**config.mk**
```make
export PLATFORM = sky130hd
export DESIGN_NAME = controller_poll_sched_flat
export DESIGN_NICKNAME = d
export VERILOG_FILES = /design/src/rtl/controller_poll_sched_if.sv /design/src/rtl/controller_poll_sched.sv /design/src/flat_wrapper.sv
export SDC_FILE = /design/constraint.sdc
export NUM_CORES = 1
export LEC_CHECK = 0
export ABC_CLOCK_PERIOD_IN_PS = 1900
export CAP_MARGIN = 10
export CORE_UTILIZATION = 30
export DETAILED_ROUTE_END_ITERATION = 6
export PLACE_DENSITY = 0.6
export RECOVER_POWER = 100
export SYNTH_ARGS = -nofsm -noshare
export SYNTH_HDL_FRONTEND = slang
export SYNTH_SLANG_ARGS = --single-unit
```
**constraint.sdc**
```tcl
create_clock -name clk -period 1.9 [get_ports clk]
set_input_delay 0.38 -clock clk [delete_from_list [all_inputs] [get_ports clk]]
set_output_delay 0.38 -clock clk [all_outputs]
set_load 0.01 [all_outputs]
```
**src/rtl/controller_poll_sched_if.sv**
```systemverilog
// Controller poll link: start/button bytes to the serial interface, status
// flags, and the CPU register read port.
interface controller_poll_sched_if #(
  parameter int NUM_CONTROLLERS = 2
);
  localparam int AW = $clog2(2 * NUM_CONTROLLERS);

  logic                         start;
  logic [8*NUM_CONTROLLERS-1:0] buttons_in;
  logic                         busy;
  logic                         poll_done;
  logic [AW-1:0]                reg_addr;
  logic                         rd_en;
  logic [7:0]                   reg_data;

  modport master (input start, busy, poll_done, reg_data,
                  output buttons_in, reg_addr, rd_en);
  modport slave  (output start, busy, poll_done, reg_data,
                  input buttons_in, reg_addr, rd_en);
endinterface

```
**src/rtl/controller_poll_sched.sv**
```systemverilog
// Frame/software poll sequencer for the controller interface; held and
// newly-pressed button registers. CONTROLLER_POLL_SCHED_EDGE_EN builds pressed + read-to-clear.
module controller_poll_sched #(
  parameter int NUM_CONTROLLERS = 2,
  parameter int BUSY_CYCLES     = 9,
  parameter int SETTLE_CYCLES   = 1
) (
  input  logic clk,
  input  logic rst,
  input  logic clk_enable,
  input  logic frame_tick,
  input  logic poll_req,
  controller_poll_sched_if.slave bus
);
  localparam int CMAX = (BUSY_CYCLES > SETTLE_CYCLES) ? BUSY_CYCLES : SETTLE_CYCLES;
  localparam int CW   = $clog2(CMAX + 1);

  typedef enum logic [1:0] {IDLE, START, SETTLE, CAPTURE} state_t;

  state_t  state, state_nxt;
  logic [CW-1:0] cnt, cnt_nxt;
  logic    pending, pending_nxt;
  logic    trig, cap;
  logic [NUM_CONTROLLERS-1:0][7:0] held;

  assign trig = clk_enable & (frame_tick | poll_req);
  assign cap  = clk_enable & (state == CAPTURE);

  always_ff @(posedge clk or negedge rst) begin
    if (!rst) begin
      state   <= IDLE;
      cnt     <= '0;
      pending <= 1'b0;
    end else if (clk_enable) begin
      state   <= state_nxt;
      cnt     <= cnt_nxt;
      pending <= pending_nxt;
    end
  end

  always_comb begin
    state_nxt     = state;
    cnt_nxt       = cnt;
    pending_nxt   = pending;
    bus.start     = 1'b0;
    bus.busy      = 1'b1;
    bus.poll_done = 1'b0;
    case (state)
      IDLE: begin
        bus.busy = 1'b0;
        if (trig) begin
          state_nxt = START;
          cnt_nxt   = '0;
        end
      end
      START: begin
        bus.start   = 1'b1;
        pending_nxt = pending | trig;
        if (cnt == CW'(BUSY_CYCLES - 1)) begin
          state_nxt = SETTLE;
          cnt_nxt   = '0;
        end else begin
          cnt_nxt = cnt + 1'b1;
        end
      end
      SETTLE: begin
        pending_nxt = pending | trig;
        if (cnt == CW'(SETTLE_CYCLES - 1)) begin
          state_nxt = CAPTURE;
          cnt_nxt   = '0;
        end else begin
          cnt_nxt = cnt + 1'b1;
        end
      end
      CAPTURE: begin
        bus.poll_done = 1'b1;
        // A trigger landing on the capture cycle either starts the next poll
        // directly or becomes the single queued one.
        if (pending | trig) begin
          state_nxt   = START;
          cnt_nxt     = '0;
          pending_nxt = pending & trig;
        end else begin
          state_nxt = IDLE;
        end
      end
      default: state_nxt = IDLE;
    endcase
  end

  always_ff @(posedge clk or negedge rst) begin
    if (!rst)     held <= '0;
    else if (cap) held <= bus.buttons_in;
  end

`ifdef CONTROLLER_POLL_SCHED_EDGE_EN
  logic [NUM_CONTROLLERS-1:0][7:0] pressed;
  logic [NUM_CONTROLLERS-1:0]      clr;
  logic [NUM_CONTROLLERS-1:0][7:0] btn;

  assign btn = bus.buttons_in;

  for (genvar k = 0; k < NUM_CONTROLLERS; k++) begin : g_clr
    assign clr[k] = clk_enable & bus.rd_en & (int'(bus.reg_addr) == NUM_CONTROLLERS + k);
  end

  // Clear only drops old bits; edges found by a same-edge capture survive.
  always_ff @(posedge clk or negedge rst) begin
    if (!rst) begin
      pressed <= '0;
    end else if (clk_enable) begin
      for (int k = 0; k < NUM_CONTROLLERS; k++)
        pressed[k] <= (pressed[k] & ~{8{clr[k]}}) | (cap ? (btn[k] & ~held[k]) : 8'h00);
    end
  end
`else
  logic unused_rd_en;
  assign unused_rd_en = bus.rd_en;
`endif

  always_comb begin
    bus.reg_data = 8'h00;
    for (int k = 0; k < NUM_CONTROLLERS; k++) begin
      if (int'(bus.reg_addr) == k) bus.reg_data = held[k];
`ifdef CONTROLLER_POLL_SCHED_EDGE_EN
      if (int'(bus.reg_addr) == NUM_CONTROLLERS + k) bus.reg_data = pressed[k];
`endif
    end
  end
endmodule
```
**src/flat_wrapper.sv**
```systemverilog
// flat-port wrapper written by rule: the top's interface ports become plain ports
module controller_poll_sched_flat 
#(
  parameter int NUM_CONTROLLERS = 2,
  parameter int BUSY_CYCLES     = 9,
  parameter int SETTLE_CYCLES   = 1
)
  (clk, rst, clk_enable, frame_tick, poll_req, bus_start, bus_busy, bus_poll_done, bus_reg_data, bus_buttons_in, bus_reg_addr, bus_rd_en);
  controller_poll_sched_if #(.NUM_CONTROLLERS(NUM_CONTROLLERS)) bus_i ();
  input  logic clk;
  input  logic rst;
  input  logic clk_enable;
  input  logic frame_tick;
  input  logic poll_req;
  output wire logic [$bits(bus_i.start)-1:0] bus_start;
  output wire logic [$bits(bus_i.busy)-1:0] bus_busy;
  output wire logic [$bits(bus_i.poll_done)-1:0] bus_poll_done;
  output wire logic [$bits(bus_i.reg_data)-1:0] bus_reg_data;
  input wire logic [$bits(bus_i.buttons_in)-1:0] bus_buttons_in;
  input wire logic [$bits(bus_i.reg_addr)-1:0] bus_reg_addr;
  input wire logic [$bits(bus_i.rd_en)-1:0] bus_rd_en;
  assign bus_start = bus_i.start;
  assign bus_busy = bus_i.busy;
  assign bus_poll_done = bus_i.poll_done;
  assign bus_reg_data = bus_i.reg_data;
  assign bus_i.buttons_in = bus_buttons_in;
  assign bus_i.reg_addr = bus_reg_addr;
  assign bus_i.rd_en = bus_rd_en;
  controller_poll_sched #(.NUM_CONTROLLERS(NUM_CONTROLLERS), .BUSY_CYCLES(BUSY_CYCLES), .SETTLE_CYCLES(SETTLE_CYCLES)) u_core (.clk(clk), .rst(rst), .clk_enable(clk_enable), .frame_tick(frame_tick), .poll_req(poll_req), .bus(bus_i));
endmodule
```
==> summary.txt <==
Place
  – GPL Wtd Cong: 0.794
  – Detailed placement HPWL: roughly 1800 µm
  – Area after DPL: about 0.0017 mm²
  – PortBufs: 33

Timing
  – Final worst path period need: 1840 ps
  – Rel. slew slack: between 60% and 70%
  – Setup-failing EPs final: 0
  – Worst-Margin Slew: 570 ps
  – Final clock period utilization by the worst path: between 90% and 100%
  – Peak Freq: between 0.5 and 0.6 GHz
  – Final Skew: 1.96 ps
  – RSZ-0062 raised after global routing: false
  – Worst hold margin: roughly 490 ps
  – Slew Limit Fails: 0
  – Hold Fails Final Rpt: 0

Synth
  – Adder-Cell Fraction of Synth Area: 6.13%
  – Synth Flop Type: dfrtp_1
  – Avg Cell Area, Syn: 11.4 µm²
  – Post-synth net total: around 140
  – Syn. warnings: 0
  – Xor/xnor share of the synthesized area: 0%
  – Register bit total from synthesis: 23
  – Compound-cell area share of the yosys netlist: about a tenth
  – Synth unique cells: 33
  – Main combinational cell family by area after synthesis: multiplexers
  – Post-synthesis sequential area ratio: approximately 47%
  – Ys async rst share: 100%
  – Synth Cell Area: roughly 0.0012 mm²
  – Syn Inst Count: about 110
  – Post-synth EDFFs: 0
  – Multiplexer area fraction after synthesis: around a quarter
  – Synth Area in Simple Gates: approximately a tenth

Route
  – Routed vias: 936
  – DRT antenna net count: 0
  – Routed WL: around 2500 µm
  – Vias/cell: around 4.7
  – Routed length per placed instance: between 10 and 15 µm
  – DRC viols: 0
  – DR pass1 iterations: 3
  – Drt initial violations: 19

Floorplan
  – # rows: 22
  – IO Pins: 35
  – Die H: between 60 and 70 µm
  – Die width: roughly 66 µm
  – Die area: between 0.004 and 0.005 mm²
  – CORE AREA: ~0.0038 mm²
  – Starting Density: between 30% and 40%

Global routing
  – Maximum number of pins on one net before global-route repair: 24
  – GR Util All Layers: 12.3%
  – Met2 usage: 20.5%
  – First-pass GRT wire length: between 4000 and 5000 µm
  – Vias in the first global route: roughly 950
  – Antenna violations before repair: 0
  – GRT Max-Usage Layer: met2
  – GR Layer Usage met1: 16.2%
  – GRT overflow: 0
  – Met3 Resource Use GR: between 2 and 3%

Cells and area
  – Ant diodes: 0
  – Filler cells: 368
  – P&R area growth vs syn: 42.8%
  – Post-route cell area: ~0.0017 mm²
  – Layout Utilization: a little under half
  – Final nets: 181
  – Share of cells above drive strength 1: around a fifth

Setup path
  – CP endpoint kind: output pin
  – Worst reg2reg path startpoint: u_core.state[0]$_DFFE_PN0P_
  – Worst endpoint required time: approximately 1500 ps
  – Crit Path Max Fanout: 8
  – R2R depth: 6
  – Flop2flop setup slack: 80 ps
  – Startpoint Class: primary input
  – WP data arrival: approximately 1500 ps
  – WS Path Type: primary input to output pin
  – End of the worst register-to-register path: u_core.state[1]$_DFFE_PN0P_

Clock network
  – Max H-tree Level: 1
  – Sink Count: 23
  – Longest Clk Path Bufs: 2
  – Root Driver: clkbuf_8
  – Cts hold-fix bufs: 0
  – CTS tree: yes
  – Insertion delay of the later-clocked pin in the worst-skew pair: roughly 250 ps
  – Clk pin slew, worst setup/hold paths: about 80 ps
  – CTS Buf Count: 3

Hold path
  – Hold path cells: 1
  – Hold Startpoint: u_core.held[10]$_DFFE_PN0P_
  – Worst Hold Path EP: u_core.held[10]$_DFFE_PN0P_
  – Hold Path Class: flop to flop

Pwr
  – Tot Pwr: roughly 2.2 mW
  – P per Cell Area: between 1000 and 1500 mW/mm²
  – Leakage power: between 0.7 and 0.8 nW
  – VDD IR max: 0.541 mV

Run status
  – Status: completed

Run
  – Max-cap violation count: 0
## cells in the mapped netlist, types with 2 or more instances
cell,n,area [µm²]
o21ai_1,2,10.0
o21a_1,2,15.0
o31ai_1,2,15.0
mux2i_1,8,80.1
nor2_1,10,37.5
nand2b_1,3,18.8
inv_1,6,22.5
dfrtp_1,23,576
mux2_2,7,78.8
nor4_1,3,18.8
mux2_4,2,30.0
mux2_1,9,101
ha_1,6,75.1
nand2_1,5,18.8
## layout make-up
| cell class | instances | area [µm²] | share of cell area (%) |
|---|---|---|---|
| clock buffers | 4 | 45.0 | 2.58 |
| inverters | 6 | 22.5 | 1.29 |
| multi-input cells | 75 | 656 | 37.5 |
| flip-flops and latches | 23 | 576 | 32.9 |
| well taps | 48 | 60.1 | 3.43 |
| repair buffers | 42 | 390 | 22.3 |
## state kept, by name, indices dropped and copies added, names as in the netlist
| register | cells |
|---|---|
| u_core.pending | 1 |
| u_core.held | 16 |
| u_core.state | 2 |
| u_core.cnt | 4 |
## metal layers
| metal | vias to the layer above | routed length, µm |
|---|---|---|
| met5 | - | 0 |
| met4 | 0 | 7 |
| met3 | 2 | 160 |
| met2 | 28 | 1080 |
| met1 | 440 | 1220 |
| li1 | 466 | - |
## cell usage in the layout, fill, tap and decap left out, types with 2 or more instances in the layout
| cell | Yosys | routed |
|---|---|---|
| o21ai_0 | 1 | 2 |
| nand2_1 | 5 | 5 |
| clkbuf_8 | 0 | 3 |
| clkbuf_2 | 0 | 2 |
| mux2i_1 | 8 | 7 |
| nand2b_1 | 3 | 3 |
| nor4_1 | 3 | 3 |
| dfrtp_1 | 23 | 23 |
| ha_4 | 0 | 2 |
| mux2_4 | 2 | 2 |
| clkbuf_1 | 1 | 2 |
| ha_1 | 6 | 3 |
| o31ai_2 | 0 | 2 |
| o21a_1 | 2 | 2 |
| clkdlybuf4s50_1 | 0 | 19 |
| inv_1 | 6 | 5 |
| mux2_2 | 7 | 7 |
| buf_4 | 0 | 3 |
| mux2_1 | 9 | 9 |
| dlygate4sd2_1 | 0 | 12 |
| nor2_1 | 10 | 10 |
| dlygate4sd3_1 | 0 | 2 |
## cell families (layout without fill, tap and decap cells)
group                      Yosys count  in the layout
adders and majority gates            6              6
muxes                               26             26
buffers and inverters                9             52
AOI/OAI and AO/OA                   16             16
and+or+nand+nor                     27             27
DFF                                 23             23
## worst max-delay path, stage by stage
cell	delay (ps)
dlygate4sd3_1	700
nor2_1	90
dlygate4sd2_1	290
## worst max-delay path by stage
stage	startpoint	end	slack, ps
6_report	bus_reg_addr[1]	bus_reg_data[2]	60
3_3_place_gp	bus_reg_addr[0]	bus_reg_data[1]	-260
5_1_grt	u_core.state[0]$_DFFE_PN0P_	u_core.state[1]$_DFFE_PN0P_	4
2_1_floorplan	u_core.state[1]$_DFFE_PN0P_	u_core.state[1]$_DFFE_PN0P_	90
3_5_place_dp	bus_reg_addr[0]	bus_reg_data[1]	-280
4_1_cts	u_core.state[0]$_DFFE_PN0P_	u_core.state[1]$_DFFE_PN0P_	7
## report_power, final
part / leakage [nW] / switching, mW / internal [mW]
Combinational: 0.492 / 0.506 / 0.588
Sequential: 0.278 / 0.129 / 0.706
Clock: 0.0228 / 0.141 / 0.149
## timing repair
item | CTS | global route
gates resized for setup | 14 | 8
endpoints found under the setup margin | 11 | 3
pin swaps | 0 | 2
buffers inserted | 3 | 0
hold endpoints to repair | 0 | 0
## metrics by stage
| stage | TNS (ps) | worst slack [ps] | std cells |
|---|---|---|---|
| floorplan | 0 | 93.7 | 107 |
| global placement | -1940 | -264 | 191 |
| detailed placement | -1960 | -279 | 191 |
| CTS | 0 | 7.46 | 198 |
| global route | 0 | 4.23 | 198 |
| finish | 0 | 61.1 | 198 |
No activity file was read; power rests on OpenSTA's default activity.
